File: src/rtl/fft32_stage1_loader.sv
`default_nettype none
// ============================================================================
// Module   : fft32_stage1_loader
// Purpose  : Front end of the 32-point FFT datapath. Collects 32 complex
//            samples serially (valid/ready), stores sample n at buffer slot
//            bitrev5(n), runs the radix-2 stage-1 butterflies (W0 = 1, so
//            add/subtract only) and presents the 32 results as one registered
//            parallel frame, held until the downstream stage accepts it.
// Ports    : CLK           - clock
//            RST           - asynchronous active-low reset
//            i_data        - packed complex sample, real [15:8], imag [7:0]
//            i_valid       - i_data valid this cycle
//            o_ready       - sample can be accepted this cycle (LOAD only)
//            o_b0..o_b31   - butterfly outputs, same packing as i_data
//            o_valid       - o_b* hold a complete frame
//            i_ready       - downstream accepts the held frame
//            o_sat         - at least one component of this frame clamped
// Options  : FFT_STAGE1_SCALE_EN - when defined, each 9-bit sum/difference is
//            arithmetic-shifted right by one instead of saturated; o_sat is 0.
// Revision : 1.0 - initial release
// ============================================================================
module fft32_stage1_loader #(
  parameter int p_inputBits  = 16,
  parameter int p_realBits   = 8,
  parameter int p_outputBits = 16
) (
  input  logic                    CLK,
  input  logic                    RST,
  input  logic [p_inputBits-1:0]  i_data,
  input  logic                    i_valid,
  output logic                    o_ready,
  output logic [p_outputBits-1:0] o_b0,
  output logic [p_outputBits-1:0] o_b1,
  output logic [p_outputBits-1:0] o_b2,
  output logic [p_outputBits-1:0] o_b3,
  output logic [p_outputBits-1:0] o_b4,
  output logic [p_outputBits-1:0] o_b5,
  output logic [p_outputBits-1:0] o_b6,
  output logic [p_outputBits-1:0] o_b7,
  output logic [p_outputBits-1:0] o_b8,
  output logic [p_outputBits-1:0] o_b9,
  output logic [p_outputBits-1:0] o_b10,
  output logic [p_outputBits-1:0] o_b11,
  output logic [p_outputBits-1:0] o_b12,
  output logic [p_outputBits-1:0] o_b13,
  output logic [p_outputBits-1:0] o_b14,
  output logic [p_outputBits-1:0] o_b15,
  output logic [p_outputBits-1:0] o_b16,
  output logic [p_outputBits-1:0] o_b17,
  output logic [p_outputBits-1:0] o_b18,
  output logic [p_outputBits-1:0] o_b19,
  output logic [p_outputBits-1:0] o_b20,
  output logic [p_outputBits-1:0] o_b21,
  output logic [p_outputBits-1:0] o_b22,
  output logic [p_outputBits-1:0] o_b23,
  output logic [p_outputBits-1:0] o_b24,
  output logic [p_outputBits-1:0] o_b25,
  output logic [p_outputBits-1:0] o_b26,
  output logic [p_outputBits-1:0] o_b27,
  output logic [p_outputBits-1:0] o_b28,
  output logic [p_outputBits-1:0] o_b29,
  output logic [p_outputBits-1:0] o_b30,
  output logic [p_outputBits-1:0] o_b31,
  output logic                    o_valid,
  input  logic                    i_ready,
  output logic                    o_sat
);

  localparam int c_points   = 32;
  localparam int c_pairs    = 16;
  localparam int c_cntBits  = 5;
  localparam int c_extBits  = p_realBits + 1;
  localparam logic [c_cntBits-1:0] c_lastIdx = 5'd31;

  typedef enum logic [1:0] {
    S_LOAD    = 2'd0,
    S_COMPUTE = 2'd1,
    S_HOLD    = 2'd2
  } state_t;

  state_t                  r_state;
  state_t                  w_stateNext;
  logic [c_cntBits-1:0]    r_cnt;
  logic [p_inputBits-1:0]  r_buf [c_points];
  logic [p_outputBits-1:0] r_out [c_points];
  logic                    r_valid;
  logic                    r_sat;

  logic                    w_ready;
  logic                    w_load;
  logic                    w_compute;
  logic                    w_release;
  logic [p_outputBits-1:0] w_res   [c_points];
  logic [c_points-1:0]     w_clamp;

  // Bit-reverse a 5-bit sample index.
  function automatic logic [c_cntBits-1:0] f_bitrev(input logic [c_cntBits-1:0] n);
    logic [c_cntBits-1:0] r;
    for (int i = 0; i < c_cntBits; i++) begin
      r[i] = n[c_cntBits-1-i];
    end
    return r;
  endfunction

  // One component of a butterfly. Returns {clamped, result}.
  function automatic logic [p_realBits:0] f_bfly(
    input logic [p_realBits-1:0] a,
    input logic [p_realBits-1:0] b,
    input logic                  sub
  );
    logic [c_extBits-1:0]  ea;
    logic [c_extBits-1:0]  eb;
    logic [c_extBits-1:0]  r;
    logic [p_realBits-1:0] q;
    logic                  clamp;
    ea = {a[p_realBits-1], a};
    eb = {b[p_realBits-1], b};
    r  = sub ? (ea - eb) : (ea + eb);
`ifdef FFT_STAGE1_SCALE_EN
    // 9-bit result halved always fits in 8 bits.
    q     = r[c_extBits-1:1];
    clamp = 1'b0;
`else
    // Overflow of the 8-bit range shows up as the two top bits differing;
    // the 9-bit sign bit tells which rail to clamp to.
    clamp = r[p_realBits] ^ r[p_realBits-1];
    if (clamp) begin
      q = {r[p_realBits], {(p_realBits-1){~r[p_realBits]}}};
    end else begin
      q = r[p_realBits-1:0];
    end
`endif
    return {clamp, q};
  endfunction

  // --------------------------------------------------------------------------
  // Control FSM
  // --------------------------------------------------------------------------
  always_ff @(posedge CLK or negedge RST) begin
    if (!RST) begin
      r_state <= S_LOAD;
    end else begin
      r_state <= w_stateNext;
    end
  end

  always_comb begin
    w_stateNext = r_state;
    w_ready     = 1'b0;
    w_load      = 1'b0;
    w_compute   = 1'b0;
    w_release   = 1'b0;
    case (r_state)
      S_LOAD: begin
        w_ready = 1'b1;
        if (i_valid) begin
          w_load = 1'b1;
          if (r_cnt == c_lastIdx) begin
            w_stateNext = S_COMPUTE;
          end
        end
      end
      S_COMPUTE: begin
        w_compute   = 1'b1;
        w_stateNext = S_HOLD;
      end
      S_HOLD: begin
        if (i_ready) begin
          w_release   = 1'b1;
          w_stateNext = S_LOAD;
        end
      end
      default: begin
        w_stateNext = S_LOAD;
      end
    endcase
  end

  // --------------------------------------------------------------------------
  // Sample buffer (contents irrelevant after reset, so no reset term)
  // --------------------------------------------------------------------------
  always_ff @(posedge CLK) begin
    if (w_load) begin
      r_buf[f_bitrev(r_cnt)] <= i_data;
    end
  end

  // --------------------------------------------------------------------------
  // Stage-1 butterflies on adjacent bit-reversed slots
  // --------------------------------------------------------------------------
  for (genvar k = 0; k < c_pairs; k++) begin : g_bfly
    logic [p_realBits:0] w_sumRe;
    logic [p_realBits:0] w_sumIm;
    logic [p_realBits:0] w_difRe;
    logic [p_realBits:0] w_difIm;

    assign w_sumRe = f_bfly(r_buf[2*k][2*p_realBits-1:p_realBits],
                            r_buf[2*k+1][2*p_realBits-1:p_realBits], 1'b0);
    assign w_sumIm = f_bfly(r_buf[2*k][p_realBits-1:0],
                            r_buf[2*k+1][p_realBits-1:0], 1'b0);
    assign w_difRe = f_bfly(r_buf[2*k][2*p_realBits-1:p_realBits],
                            r_buf[2*k+1][2*p_realBits-1:p_realBits], 1'b1);
    assign w_difIm = f_bfly(r_buf[2*k][p_realBits-1:0],
                            r_buf[2*k+1][p_realBits-1:0], 1'b1);

    assign w_res[2*k]     = {w_sumRe[p_realBits-1:0], w_sumIm[p_realBits-1:0]};
    assign w_res[2*k+1]   = {w_difRe[p_realBits-1:0], w_difIm[p_realBits-1:0]};
    assign w_clamp[2*k]   = w_sumRe[p_realBits] | w_sumIm[p_realBits];
    assign w_clamp[2*k+1] = w_difRe[p_realBits] | w_difIm[p_realBits];
  end

  // --------------------------------------------------------------------------
  // Counter, output frame and flags
  // --------------------------------------------------------------------------
  always_ff @(posedge CLK or negedge RST) begin
    if (!RST) begin
      r_cnt   <= '0;
      r_valid <= 1'b0;
      r_sat   <= 1'b0;
      for (int i = 0; i < c_points; i++) begin
        r_out[i] <= '0;
      end
    end else begin
      // Wraps from 31 to 0 on the last accepted sample.
      if (w_load) begin
        r_cnt <= r_cnt + 1'b1;
      end
      if (w_compute) begin
        r_valid <= 1'b1;
        r_sat   <= |w_clamp;
        for (int i = 0; i < c_points; i++) begin
          r_out[i] <= w_res[i];
        end
      end else if (w_release) begin
        r_valid <= 1'b0;
      end
    end
  end

  assign o_ready = w_ready;
  assign o_valid = r_valid;
  assign o_sat   = r_sat;

  assign o_b0  = r_out[0];
  assign o_b1  = r_out[1];
  assign o_b2  = r_out[2];
  assign o_b3  = r_out[3];
  assign o_b4  = r_out[4];
  assign o_b5  = r_out[5];
  assign o_b6  = r_out[6];
  assign o_b7  = r_out[7];
  assign o_b8  = r_out[8];
  assign o_b9  = r_out[9];
  assign o_b10 = r_out[10];
  assign o_b11 = r_out[11];
  assign o_b12 = r_out[12];
  assign o_b13 = r_out[13];
  assign o_b14 = r_out[14];
  assign o_b15 = r_out[15];
  assign o_b16 = r_out[16];
  assign o_b17 = r_out[17];
  assign o_b18 = r_out[18];
  assign o_b19 = r_out[19];
  assign o_b20 = r_out[20];
  assign o_b21 = r_out[21];
  assign o_b22 = r_out[22];
  assign o_b23 = r_out[23];
  assign o_b24 = r_out[24];
  assign o_b25 = r_out[25];
  assign o_b26 = r_out[26];
  assign o_b27 = r_out[27];
  assign o_b28 = r_out[28];
  assign o_b29 = r_out[29];
  assign o_b30 = r_out[30];
  assign o_b31 = r_out[31];

endmodule
`default_nettype wire

File: config.mk
export PLATFORM = sky130hd
export DESIGN_NAME = fft32_stage1_loader
export DESIGN_NICKNAME = d
export VERILOG_FILES = /design/src/rtl/fft32_stage1_loader.sv
export SDC_FILE = /design/constraint.sdc
export NUM_CORES = 2
export LEC_CHECK = 0
export BUFFER_PORTS_ARGS = -buffer_cell sky130_fd_sc_hd__clkbuf_2
export CORE_MARGIN = 2
export CORE_UTILIZATION = 60
export CTS_CLUSTER_DIAMETER = 200
export DETAILED_ROUTE_END_ITERATION = 10
export HOLD_SLACK_MARGIN = 0.05
export PLACE_DENSITY = 0.8
export SETUP_SLACK_MARGIN = 0.2
export SLEW_MARGIN = 20
export SYNTH_ARGS = -nofsm -noshare
export SYNTH_HDL_FRONTEND = slang
export SYNTH_SLANG_ARGS = --single-unit
File: constraint.sdc
create_clock -name CLK -period 4.2 [get_ports CLK]
set_clock_uncertainty 0.05 [all_clocks]
set_input_delay 0.63 -clock CLK [delete_from_list [all_inputs] [get_ports CLK]]
set_output_delay 0.63 -clock CLK [all_outputs]
set_load 0.005 [all_outputs]
Word level (Yosys, flattened, before mapping)
Memories as Yosys holds them, arrays and structs flattened.
Cells that the tools add are included.
{ "word_totals": {"input_bits": 20, "elab_cells": 350, "ramBits": 512, "output_inout_bits": 515, "register_bits": 521, "mem_count": 1} }
{ "memory_table": {"columns": ["memory", "depth", "width", "read_ports", "rd_clocked_by_memory_dff", "wr", "line", "source"], "rows": [
  ["r_buf", 32, 16, 32, 0, 1, "84", "logic [p_inputBits-1:0] r_buf [c_points];"]
]} }
{ "op_classes": {"eq_ne": 6, "muxes": 78, "n_reduce_logical": 4, "n_bitwise": 160, "add_sub_neg": 65} }
{ "ops": {"columns": ["op", "n"], "rows": [
  ["2-to-1 mux 8 bit", 64],
  ["adder 8 x 8 -> 9 bit", 32],
  ["subtractor 8 x 8 -> 9 bit", 32],
  ["NOT 1 bit", 64],
  ["XOR 1 bit", 64],
  ["OR 1 bit", 32],
  ["OR reduction 32 bit", 1],
  ["2-to-1 mux 1 bit", 10],
  ["2-to-1 mux 2 bit", 3],
  ["inequality test 2 bit (second input constant)", 3],
  ["one-hot mux 2 bit (3 select lines)", 1],
  ["adder 5 x 1 -> 5 bit (second input constant)", 1],
  ["equality test 5 bit (second input constant)", 1],
  ["AND reduction 3 bit", 1],
  ["equality test 2 x 1 -> 1 bit (second input constant)", 1],
  ["equality test 2 bit (second input constant)", 1],
  ["zero test 2 bit", 1],
  ["nonzero test 2 bit", 1]
]} }

Depth between registers and ports, before layout
{ "depth": {"depth_word": 4, "depth_mapped": 15, "ltp_nobuf": 14} }

Worst setup path before layout
OpenSTA, ideal clock, no wires.
{ "synth_path": {"kind": "register to register", "start": "mem r_buf[9][1]", "end": "reg r_sat (netlist: o_sat)", "period_less_slack_ns": 3.092, "required_time_ns": 4.014, "stages_incl_launch_ff": 13, "t_arrival_ns": 2.906, "path_slack_ns": 1.108, "path_buffers": 0, "setup_time_ns": 0.136, "path_cell_list": "edfxtp_1 inv_1 ha_1 nand2b_1 a221oi_2 nor4_1 or4_4 nand4_2 o31ai_2 nand3b_1 or4_1 nor4_1 a31oi_1"} }
{ "synth_lines": {"columns": ["item", "line", "source"], "rows": [
  ["start: declaration", "84", null],
  ["end signal: assignment", "230", "r_sat <= |w_clamp;"],
  ["end: declaration", "87", "logic r_sat;"]
]} }

==> impl_results.md <==
* Status: finished, final reports clean
* Hold worst-path end: r_state[0]
* Reg-to-reg endpoint: o_sat
* Clk pin slew, worst setup/hold paths at 60 ps
* I/O pin total at 535
* Unrepaired setup endpoints after global routing: false
* Die ar. at about 100,000 um^2
* Top reg by flops: r_buf
* Max reg flops at slightly above 500
* Distinct cells, synth at between 100 and 150
* Post-Layout Inst Area at about 68,000 um^2
* Final nets at between 6,000 and 7,000
* ANT cells at 0
* Static leakage at approximately 32 nW
* Type of the tightest min-delay check: primary input to flop
* Pins Over Slew Limit at 0
* Hold slack at approximately 140 ps
* Crit start category: flop
* First DRT Iteration DRCs at between 4,000 and 5,000
* Post-synth EDFFs at slightly above 500
* Core Region at roughly 99,000 um^2
* Port Buffers at approximately 530
* Min Tclk post-route at 3622 ps
* Critical path depth at 14
* Least-Margin Pin Slew at between 1000 and 1500 ps
* Register bit total from synthesis at just over 1,000
* Main synth FF type: dfrtp_1
* Routed via count at approximately 46,000
* Setup_tns at 0 ps
* Endpoints failing setup at 0
* P&R area growth vs syn at 13.25%
* Die width at approximately 320 um
* Delay-heaviest family, CP: compound AO/OA/AOI/OAI gates
* Clock Latency Late Sink at a little over 700 ps
* Ys Warns at 0
* Global-route wire length before repair at approximately 260,000 um
* Leading post-synthesis cells by cell area: edfxtp_1 (26%), dfrtp_1 (22%), ha_1 (11%)
* Final Hold Vio Count at 0
* Layout cells sized above 1 at ~14%
* Initial antenna violation count at 8
* Initial Util at 60.76%
* DRT antenna net count at 0
* Global route overflow at 0
* Root buf cell: clkbuf_16
* Post-DP Area at between 60,000 and 70,000 um^2
* Crit path arrival time at roughly 4200 ps
* Wire per inst at ~22 um
* Max cap viols at 0
* Synth async-reset ratio at 50.44%
* Row cnt at 115
* Crit-path cells: inv_1 -> ha_1 -> inv_1 -> fa_1 -> a21oi_1 -> nor2_1 -> a311o_1 -> a21o_1 -> a21oi_1 -> xor2_1 -> a2111oi_0 -> nand4_1 -> nor4_1 -> a31oi_1
* WP data required at 4740 ps
* Critical Path Sink Type: flop
* DRT Pass-1 Iters at 8
* H-tree Lvls at 3
* HPWL Detailed at ~120,000 um
* Min-delay src: i_valid
* GP Congestion at ~0.96
* Worst-path maximum fanout at 2
* Via-to-Cell Ratio at ~6
* Total track usage at 32.58%
* Vias in the first global route at between 40,000 and 50,000
* Largest net degree at the start of global routing at around 230
* Post-synth top area cell: edfxtp_1
* Avg Cell Area, Syn at ~10 um^2
* CTS tree: done
* Hold path depth at 2
* Top-area cell type share of the netlist area at around a quarter
* Synthesized instance count at about 5,800
* CTS sink count at just over 1,000
* DRC violations left at 0
* Final Power at between 0.03 and 0.04 W
* CTS Buf Count at ~110
* Slew margin rel. at a little under a fifth
* Setup bufs post-CTS at 0
* Mapped Nets at about 6,400
* Seq/Total Area, Yosys at a little under half
* Worst R2R Setup Slack at 580 ps
* Cells on worst reg2reg path at 14
* Slowest cell on crit path: a2111oi_0
* WP buf/inv at 2
* Synth Cell Area at around 60,000 um^2
* PD cells at between 500 and 600 nW/um^2
* # placed instances at roughly 7,500
* Final period util at roughly 86%
* Slowest Stage Delay on Critical Path at just under 700 ps
* Routed wire length at 169,700 um
* Setup Crit Path Kind: flop to flop
* Longest Clk Path Bufs at 3
* Peak VDD IR at 0.4082 mV
* Die Ht at 320.2 um
* FF-to-FF Start: r_buf[4][8]
* Final Non-Filler Cells at between 7,000 and 8,000
* Max Fclk at 276.1 MHz
[placed cells by master (no fill, tap or decap), drive strengths merged, types with 27 or more instances in the layout]
master  synthesis  routed
nand3          41      41
nand2         456     456
or3            33      33
maj3           29      29
clkbuf        191     680
buf            48      87
nor2b         118     118
o21ai         327     327
and3           27      27
o21a           47      47
o31ai         104     104
edfxtp        512     512
xor2           81      81
nor3          107     107
dfrtp         521     521
o21bai         78      78
a31oi          41      41
nand2b         77      77
nor2          463     463
a21oi         262     262
a21o          259     259
clkinv          0      32
fa             64      64
nor4           29      29
ha            519     519
xnor2         256     256
a211oi        230     230
inv           518     529
[per-layer routing]
metal | up-vias | wire [um] | GRT usage [%]
li1 | 21380 | - | -
met1 | 22360 | 67510 | 42.12
met2 | 1821 | 78550 | 53.02
met3 | 403 | 14260 | 5.885
met4 | 6 | 9382 | 16.29
met5 | - | 38 | 0
[Yosys cell counts, drive strengths merged (12+ instances only)]
| library cell | instances |
|---|---|
| or3 | 33 |
| mux2i | 16 |
| buf | 48 |
| clkbuf | 191 |
| a31oi | 41 |
| o2111ai | 13 |
| and3 | 27 |
| ha | 519 |
| o21a | 47 |
| a22o | 19 |
| fa | 64 |
| a211oi | 230 |
| a21o | 259 |
| nor4 | 29 |
| xor2 | 81 |
| edfxtp | 512 |
| or2 | 24 |
| nor2 | 463 |
| nand4 | 21 |
| maj3 | 29 |
| o41ai | 16 |
| nor3 | 107 |
| nand2 | 456 |
| a21oi | 262 |
| nor2b | 118 |
| o21bai | 78 |
| nand3 | 41 |
| o21ai | 327 |
| nand3b | 12 |
| inv | 518 |
| nand2b | 77 |
| o31ai | 104 |
| and2 | 25 |
| dfrtp | 521 |
| nor3b | 19 |
| a221oi | 12 |
| a211o | 13 |
| xnor2 | 256 |
| o211ai | 20 |
[metrics by stage]
| stage | utilization [%] | setup slack (ps) |
|---|---|---|
| final | 68.81 | 578.4 |
| after global routing | 68.81 | 257.7 |
| after CTS | 68.81 | 445.1 |
| after detailed placement | 64.93 | 465.6 |
| after global placement | 64.93 | 442.0 |
| after floorplan | - | 1108 |
[logic make-up (layout without fill, tap and decap cells)]
logic type,Yosys count,count (layout),share of synthesized area [%]
DFF,1033,1033,47.37
muxes,27,27,0.4798
AOI/OAI and AO/OA,1549,1549,17.42
adders and majority gates,612,612,13.45
and+or+nand+nor,1479,1479,11.52
xor gates and xnor gates,337,337,4.921
buffers and inverters,757,1345,4.840
[where the power goes]
| group | switching [W] | leakage [nW] | internal [W] |
|---|---|---|---|
| Clock | 0.00419 | 1.88 | 0.00598 |
| Sequential | 0.00170 | 11.6 | 0.0130 |
| Combinational | 0.00537 | 18.6 | 0.00392 |
| Total | 0.0113 | 32.1 | 0.0229 |
[layout make-up]
cell class | count | area (um^2)
Fill cell | 7393 | 30780
Clock buffer | 147 | 3236
Timing Repair Buffer | 621 | 3438
Clock inverter | 59 | 585.6
Inverter | 518 | 1944
Multi-Input combinational cell | 4004 | 28700
Sequential cell | 1033 | 28410
Tap cell | 1287 | 1610
[how the worst max path moves through the flow]
stage	start	endpoint	slack, ps
after global placement	r_buf[10][0]	o_sat	440
after detailed placement	r_buf[10][0]	o_sat	470
after global routing	r_buf[10][0]	o_sat	260
after floorplan	r_buf[9][1]	o_sat	1110
after CTS	r_buf[10][0]	o_sat	450
final	r_buf[4][8]	o_sat	580
[worst reg2reg max path, delay by kind of cell, from the launching register on]
| kind | cells | cell delay, ps |
|---|---|---|
| XOR/XNOR | 1 | 100 |
| AND/OR/NAND/NOR | 3 | 550 |
| AO/OA/AOI/OAI | 6 | 1760 |
| adder cells (fa/ha/maj) | 2 | 530 |
| flip-flops | 1 | 390 |
| buffers and inverters | 2 | 120 |
[repair_timing]
item / CTS / global route
hold buffers: 1 / 0
setup endpoints to repair: 0 / 1
gates resized for setup: 0 / 1
hold endpoints to repair: 70 / 0
Power figures use the tool's default switching activity.
